<file path="src/rtl/fifo_arb_pkg.sv">
`default_nettype none
// ============================================================================
//  Module   : fifo_arb_pkg
//  Purpose  : Shared types and parameter limits for the async-FIFO write-port
//             round-robin arbiter (fifo_wr_arbiter, rr_pick).
//  Contents : arb_state_e - arbiter state encoding (idle / burst)
//             c_* limits  - legal ranges for NREQ and BURST
//  Revision : 1.0 - initial release
// ============================================================================
package fifo_arb_pkg;

    // Arbiter states: S_IDLE picks the next owner, S_BURST streams its words.
    typedef enum logic [0:0] {
        S_IDLE  = 1'b0,
        S_BURST = 1'b1
    } arb_state_e;

    // Legal parameter ranges.
    localparam int c_NREQ_MIN  = 2;
    localparam int c_NREQ_MAX  = 8;
    localparam int c_BURST_MIN = 1;
    localparam int c_BURST_MAX = 16;

endpackage : fifo_arb_pkg
`default_nettype wire

</file>
<file path="src/rtl/fifo_wr_arbiter_rr_pick.sv">
`default_nettype none
// ============================================================================
//  Module   : rr_pick
//  Purpose  : Combinational round-robin picker. Scans the request vector
//             starting at (i_last + 1) mod NREQ and returns the first set bit.
//  Ports    : i_req   [NREQ]  request vector
//             i_last  [IW]    index of the previous owner
//             o_pick  [NREQ]  one-hot winner (all-zero when nothing requests)
//             o_found         high when o_pick is non-zero
//  Revision : 1.0 - initial release
// ============================================================================
module rr_pick #(
    parameter int NREQ = 4,
    parameter int IW   = $clog2(NREQ)
) (
    input  logic [NREQ-1:0] i_req,
    input  logic [IW-1:0]   i_last,
    output logic [NREQ-1:0] o_pick,
    output logic            o_found
);

    logic [IW-1:0] w_idx;

    // Offsets 1..NREQ visit every index exactly once, ending on i_last itself,
    // so the previous owner has the lowest priority.
    always_comb begin
        o_pick  = '0;
        o_found = 1'b0;
        w_idx   = '0;
        for (int k = 1; k <= NREQ; k++) begin
            w_idx = IW'((int'(i_last) + k) % NREQ);
            if (!o_found && i_req[w_idx]) begin
                o_pick[w_idx] = 1'b1;
                o_found       = 1'b1;
            end
        end
    end

endmodule : rr_pick
`default_nettype wire

</file>
<file path="src/rtl/fifo_wr_arbiter.sv">
`default_nettype none
// ============================================================================
//  Module   : fifo_wr_arbiter
//  Purpose  : Round-robin arbiter that merges NREQ valid/ready word streams
//             into the write port of an async FIFO, granting up to BURST
//             words per owner.
//  Ports    : wclk, wrst             FIFO write clock, async active-high reset
//             req_valid/req_data     per-requester word streams
//             req_ready              per-requester accept
//             wfull                  FIFO full (wclk domain, registered)
//             winc/wdata             FIFO write strobe and data
//             grant                  one-hot current owner (0 when idle)
//             busy                   high while a burst is in progress
//  Revision : 1.0 - initial release
// ============================================================================
module fifo_wr_arbiter
    import fifo_arb_pkg::*;
#(
    parameter int DSIZE = 8,
    parameter int NREQ  = 4,
    parameter int BURST = 4
) (
    input  logic                  wclk,
    input  logic                  wrst,
    input  logic [NREQ-1:0]       req_valid,
    input  logic [NREQ*DSIZE-1:0] req_data,
    output logic [NREQ-1:0]       req_ready,
    input  logic                  wfull,
    output logic                  winc,
    output logic [DSIZE-1:0]      wdata,
    output logic [NREQ-1:0]       grant,
    output logic                  busy
);

    localparam int c_IDX_W = $clog2(NREQ);
    localparam int c_CNT_W = $clog2(BURST) + 1;

    if ((NREQ < c_NREQ_MIN) || (NREQ > c_NREQ_MAX) ||
        (BURST < c_BURST_MIN) || (BURST > c_BURST_MAX)) begin : g_param_check
        $error("fifo_wr_arbiter: NREQ or BURST outside legal range");
    end

    // ------------------------------------------------------------------
    // Registers and next-state values
    // ------------------------------------------------------------------
    arb_state_e          r_state_q, w_state_d;
    logic [NREQ-1:0]     r_grant_q, w_grant_d;
    logic [c_IDX_W-1:0]  r_gidx_q,  w_gidx_d;
    logic [c_CNT_W-1:0]  r_cnt_q,   w_cnt_d;
    logic [c_IDX_W-1:0]  r_last_q,  w_last_d;

    // ------------------------------------------------------------------
    // Combinational helpers
    // ------------------------------------------------------------------
    logic [NREQ-1:0]     w_pick;
    logic                w_found;
    logic [c_IDX_W-1:0]  w_pick_idx;
    logic [DSIZE-1:0]    w_words [NREQ];
    logic                w_gvalid;
    logic                w_xfer;
    logic [c_CNT_W-1:0]  w_cnt_inc;

    for (genvar i = 0; i < NREQ; i++) begin : g_words
        assign w_words[i] = req_data[i*DSIZE +: DSIZE];
    end

    rr_pick #(
        .NREQ (NREQ),
        .IW   (c_IDX_W)
    ) u_rr_pick (
        .i_req   (req_valid),
        .i_last  (r_last_q),
        .o_pick  (w_pick),
        .o_found (w_found)
    );

    // Index of the one-hot pick, registered alongside the one-hot grant so
    // the datapath mux needs no encoder on the burst path.
    always_comb begin
        w_pick_idx = '0;
        for (int i = 0; i < NREQ; i++) begin
            if (w_pick[i]) begin
                w_pick_idx = c_IDX_W'(i);
            end
        end
    end

    assign w_gvalid  = req_valid[r_gidx_q];
    // A word moves only in a burst, with the owner valid and the FIFO not full.
    assign w_xfer    = (r_state_q == S_BURST) && w_gvalid && !wfull;
    assign w_cnt_inc = r_cnt_q + c_CNT_W'(1);

    // ------------------------------------------------------------------
    // State register
    // ------------------------------------------------------------------
    always_ff @(posedge wclk or posedge wrst) begin
        if (wrst) begin
            r_state_q <= S_IDLE;
            r_grant_q <= '0;
            r_gidx_q  <= '0;
            r_cnt_q   <= '0;
            r_last_q  <= c_IDX_W'(NREQ - 1);
        end else begin
            r_state_q <= w_state_d;
            r_grant_q <= w_grant_d;
            r_gidx_q  <= w_gidx_d;
            r_cnt_q   <= w_cnt_d;
            r_last_q  <= w_last_d;
        end
    end

    // ------------------------------------------------------------------
    // Next-state logic
    // ------------------------------------------------------------------
    always_comb begin
        w_state_d = r_state_q;
        w_grant_d = r_grant_q;
        w_gidx_d  = r_gidx_q;
        w_cnt_d   = r_cnt_q;
        w_last_d  = r_last_q;
        case (r_state_q)
            S_IDLE: begin
                if (w_found) begin
                    w_state_d = S_BURST;
                    w_grant_d = w_pick;
                    w_gidx_d  = w_pick_idx;
                    w_cnt_d   = '0;
                end
            end
            S_BURST: begin
                // A dropped valid ends the burst even while the FIFO is full;
                // a full FIFO otherwise freezes everything.
                if (!w_gvalid) begin
                    w_state_d = S_IDLE;
                    w_grant_d = '0;
                    w_cnt_d   = '0;
                    w_last_d  = r_gidx_q;
                end else if (w_xfer) begin
                    w_cnt_d = w_cnt_inc;
                    if (w_cnt_inc == c_CNT_W'(BURST)) begin
                        w_state_d = S_IDLE;
                        w_grant_d = '0;
                        w_cnt_d   = '0;
                        w_last_d  = r_gidx_q;
                    end
                end
            end
            default: begin
                w_state_d = S_IDLE;
                w_grant_d = '0;
            end
        endcase
    end

    // ------------------------------------------------------------------
    // Output logic (no register stage: wfull must gate winc directly)
    // ------------------------------------------------------------------
    always_comb begin
        busy      = 1'b0;
        req_ready = '0;
        winc      = 1'b0;
        wdata     = '0;
        if (r_state_q == S_BURST) begin
            busy  = 1'b1;
            winc  = w_xfer;
            wdata = w_words[r_gidx_q];
            if (!wfull) begin
                req_ready = r_grant_q;
            end
        end
    end

    assign grant = r_grant_q;

endmodule : fifo_wr_arbiter
`default_nettype wire

</file>
<file path="config.mk">
export PLATFORM = sky130hd
export DESIGN_NAME = fifo_wr_arbiter
export DESIGN_NICKNAME = d
export VERILOG_FILES = /design/src/rtl/fifo_arb_pkg.sv /design/src/rtl/fifo_wr_arbiter_rr_pick.sv /design/src/rtl/fifo_wr_arbiter.sv
export SDC_FILE = /design/constraint.sdc
export NUM_CORES = 1
export LEC_CHECK = 0
export BUFFER_PORTS_ARGS = -buffer_cell sky130_fd_sc_hd__buf_2
export CAP_MARGIN = 10
export CORE_ASPECT_RATIO = 1.2
export CORE_UTILIZATION = 40
export CTS_CLUSTER_SIZE = 28
export DETAILED_ROUTE_END_ITERATION = 12
export GPL_ROUTABILITY_DRIVEN = 1
export HOLD_SLACK_MARGIN = 0.02
export PLACE_DENSITY_LB_ADDON = 0.2
export SLEW_MARGIN = 40
export SYNTH_ARGS = -nofsm -noshare
export SYNTH_HDL_FRONTEND = slang
export SYNTH_SLANG_ARGS = --single-unit
</file>
<file path="constraint.sdc">
create_clock -name wclk -period 2.9 [get_ports wclk]
set_input_delay 0.145 -clock wclk [delete_from_list [all_inputs] [get_ports wclk]]
set_output_delay 0.145 -clock wclk [all_outputs]
set_load 0.005 [all_outputs]
</file>
==> results.yml <==
status:
  status: "complete, no violations"
timing:
  tightest_slew_ns: 0.533
  period_needed_ns: 2.61
  fin_setup_tns_ns: 0
  finalCritPeriodShare_pct: 89.9
  rsz0062_at_grt: "false"
  maxSlewViolCount: 0
  hold_violations: 0
  finalSetupViolCount: 0
  slew_headroom_pct: 64.5
  fmax_ghz: 0.384
  fin_skew_ns: 0.00366
pwr:
  p_int_w: 0.000873
  swShare_pct: 42.5
  peakVddDrop_mv: 0.504
  p_total_w: 0.00152
  power_frac_seq_pct: 21.0
  leakage_nw: 0.827
  combPwrFrac_pct: 70.2
  p_clk_share_pct: 8.7
  p_sw_w: 0.000645
  p_per_area_mw_per_mm2: 913
die:
  rows: 22
  coreArea_mm2: 0.00306
  ios: 57
  die-area_mm2: 0.00343
  die_w_um: 53.6
  die_h_um: 63.9
  start_util_pct: 41.9
global_route:
  grt_overflow: 0
  grt_pass1_vias: 1254
  grt_antenna_before_repair: 0
  grt_pass1_wl_mm: 5.33
  grt_usage_pct: 20.6
  grt_max_degree: 21
worst_setup_path:
  r2r_start: "r_last_q[1]"
  crit_cells: 8
  rrSetupSlack_ns: 0.29
  critPathTopFamily: "compound AO/OA/AOI/OAI gates"
  crit_buf_inv: 1
  critical_path_class: "reg2reg"
  end_kind: "flip-flop"
  cp_max_fo: 4
  worstPathArrival_ns: 2.81
  cp_data_required_time_ns: 3.10
  r2r_end: "r_gidx_q[0]"
  slowest_delay_ns: 0.55
  cp_slowest_cell: "mux4_2"
  crit_path_start_kind: "flip-flop"
  path_cells: "inv_1, ha_1, mux4_2, a31o_1, a221o_1, a22oi_2, a21bo_1, a31oi_1"
  r2r_cells: 8
job:
  drv_cap: 0
cells_and_area:
  layout-drive-gt1-share_pct: 45.0
  final_util_pct: 54.4
  synthToLayoutAreaGrowth_pct: 30.0
  n_fill_cell: 284
  n_antenna_cell: 0
  nNetsFinal: 241
clock_network:
  cts_resized: 0
  clock-sinks: 12
  clockBufferDepth: 2
  worst_skew_pair.late_latency_ns: 0.27
  cts_root_buffer: "clkbuf_4"
  cts_buffers: 3
  cts_hold_buf: 1
  htreeDepth: 1
  postCtsSetupBuffers: 0
  cts_tree: "done"
  clkTransAtPathRegs_ns: 0.08
synth:
  ys.warnings.count: 0
  synth_area_mm2: 0.00128
  synth_seq_cells: 12
  syn-num-nets: 180
  synthArstFlopShare_pct: 100
  syn_inst: 131
  synthFlopType: "dfrtp_1"
  synth-edff-count: 0
  ys_seq_area_share_pct: 23.7
  synth_cell_type_count: 43
  avgSynthCellArea_um2: 9.76
route:
  drt_wl_total_mm: 3.21
  drt_iter0_drc: 24
  dr.pass1.iters: 4
  vias: 1263
  drt-wirelength-per-cell_um: 14.1
  ant_nets: 0
  vias_per_cell: 5.56
  drc: 0
hold_path:
  hold_path_end: "r_cnt_q[0]"
  hold_path_class: "in2reg"
  hold_start: "wfull"
  min_path_cells: 4
placed_design:
  dp_hpwl_mm: 2.56
  place.gp.congestion: 0.810
  io_buffers: 56
==> how the worst max path moves through the flow <==
| stage | to | slack [ns] | startpoint |
|---|---|---|---|
| detailed placement | r_gidx_q[0] | 0.30 | r_last_q[1] |
| CTS | r_gidx_q[0] | 0.29 | r_last_q[1] |
| finish | r_gidx_q[0] | 0.29 | r_last_q[1] |
| global route | r_gidx_q[0] | 0.14 | r_last_q[1] |
| global placement | r_gidx_q[0] | 0.38 | r_last_q[1] |
| floorplan | r_gidx_q[0] | 0.07 | r_last_q[0] |
==> layout by cell type (no fill, tap or decap), types with 5 or more instances in the layout <==
master,n
buf_4,5
ha_1,10
nor2_1,9
mux4_2,10
dfrtp_1,10
and2_1,13
buf_2,56
nand2_1,12
o21ai_0,6
inv_1,5
==> power by group through the flow <==
stage	logic, W	registers, W	clock network [W]
final	0.00107	0.000319	0.000132
after global routing	0.00118	0.000336	0.000150
after CTS	0.00106	0.000321	0.000137
after detailed placement	0.00106	0.000325	0
after global placement	0.00103	0.000320	0
after floorplan	0.000786	0.000285	0
==> synthesized netlist by cell type, types with 2 or more instances <==
cell       n  area share (%)
mux2_2     2             1.8
mux2i_1    3             2.3
mux2_1     2             1.8
a22o_1     2             1.4
mux4_2    10              18
nand2b_1   2            0.98
nand2_1   12             3.5
buf_2      2            0.78
nor2_1     9             2.6
nor2b_1    2            0.98
or2b_1     2             1.2
a21oi_1    2            0.78
dfrtp_1   10              20
a31oi_1    3             1.5
nand3_1    3             1.2
o22ai_1    2            0.98
ha_1      10             9.8
dfstp_2    2             4.1
clkbuf_1   3            0.88
and2_1    13             6.4
inv_1      5             1.5
o21ai_0    6             2.3
nor3_1     2            0.78
o211ai_1   3             1.8
==> per-layer routing <==
metal	part of all wire [%]	vias to the layer above	GRT usage, %
met5	0	-	0
met4	2.6	0	9.54
met3	3.5	10	1.67
met2	53	38	37.0
met1	41	601	23.3
li1	-	614	-
==> tightest hold or removal path, delay by kind of cell <==
kind / cells / cell delay [ns]
AOI/OAI and AO/OA: 1 / 0.06
buffers and inverters: 1 / 0.14
and+or+nand+nor: 2 / 0.17
==> layout make-up <==
type	count	area [µm²]	share of cell area, %
multi-input cells	108	932	56.1
repair buffers	62	328	19.7
flip-flops and latches	12	303	18.2
well taps	36	45.0	2.71
clock buffers	4	36.3	2.18
inverters	5	18.8	1.13
==> logic make-up after synthesis <==
logic type,share of synthesized area (%)
buffers and inverters,3.42
AO/OA/AOI/OAI,17.2
XOR/XNOR,0.685
multiplexers,23.5
flip-flops,23.7
AND/OR/NAND/NOR,21.7
adder cells (fa/ha/maj),9.78
==> registers in the layout (all words and copies together), names as in the netlist <==
| name | cells |
|---|---|
| r_cnt_q | 3 |
| r_state_q | 1 |
| r_last_q | 2 |
| r_gidx_q | 2 |
| grant | 4 |
==> metrics by stage <==
stage / area, µm² / instances / worst slack (ns) / hold slack (ns)
2_1_floorplan: 1280 / 131 / 0.0656 / 0.00827
3_3_place_gp: 1620 / 222 / 0.383 / 0.173
3_5_place_dp: 1620 / 222 / 0.304 / 0.183
4_1_cts: 1660 / 227 / 0.287 / 0.277
5_1_grt: 1660 / 227 / 0.143 / 0.325
6_report: 1660 / 227 / 0.294 / 0.287
No activity file was read; power rests on OpenSTA's default activity.
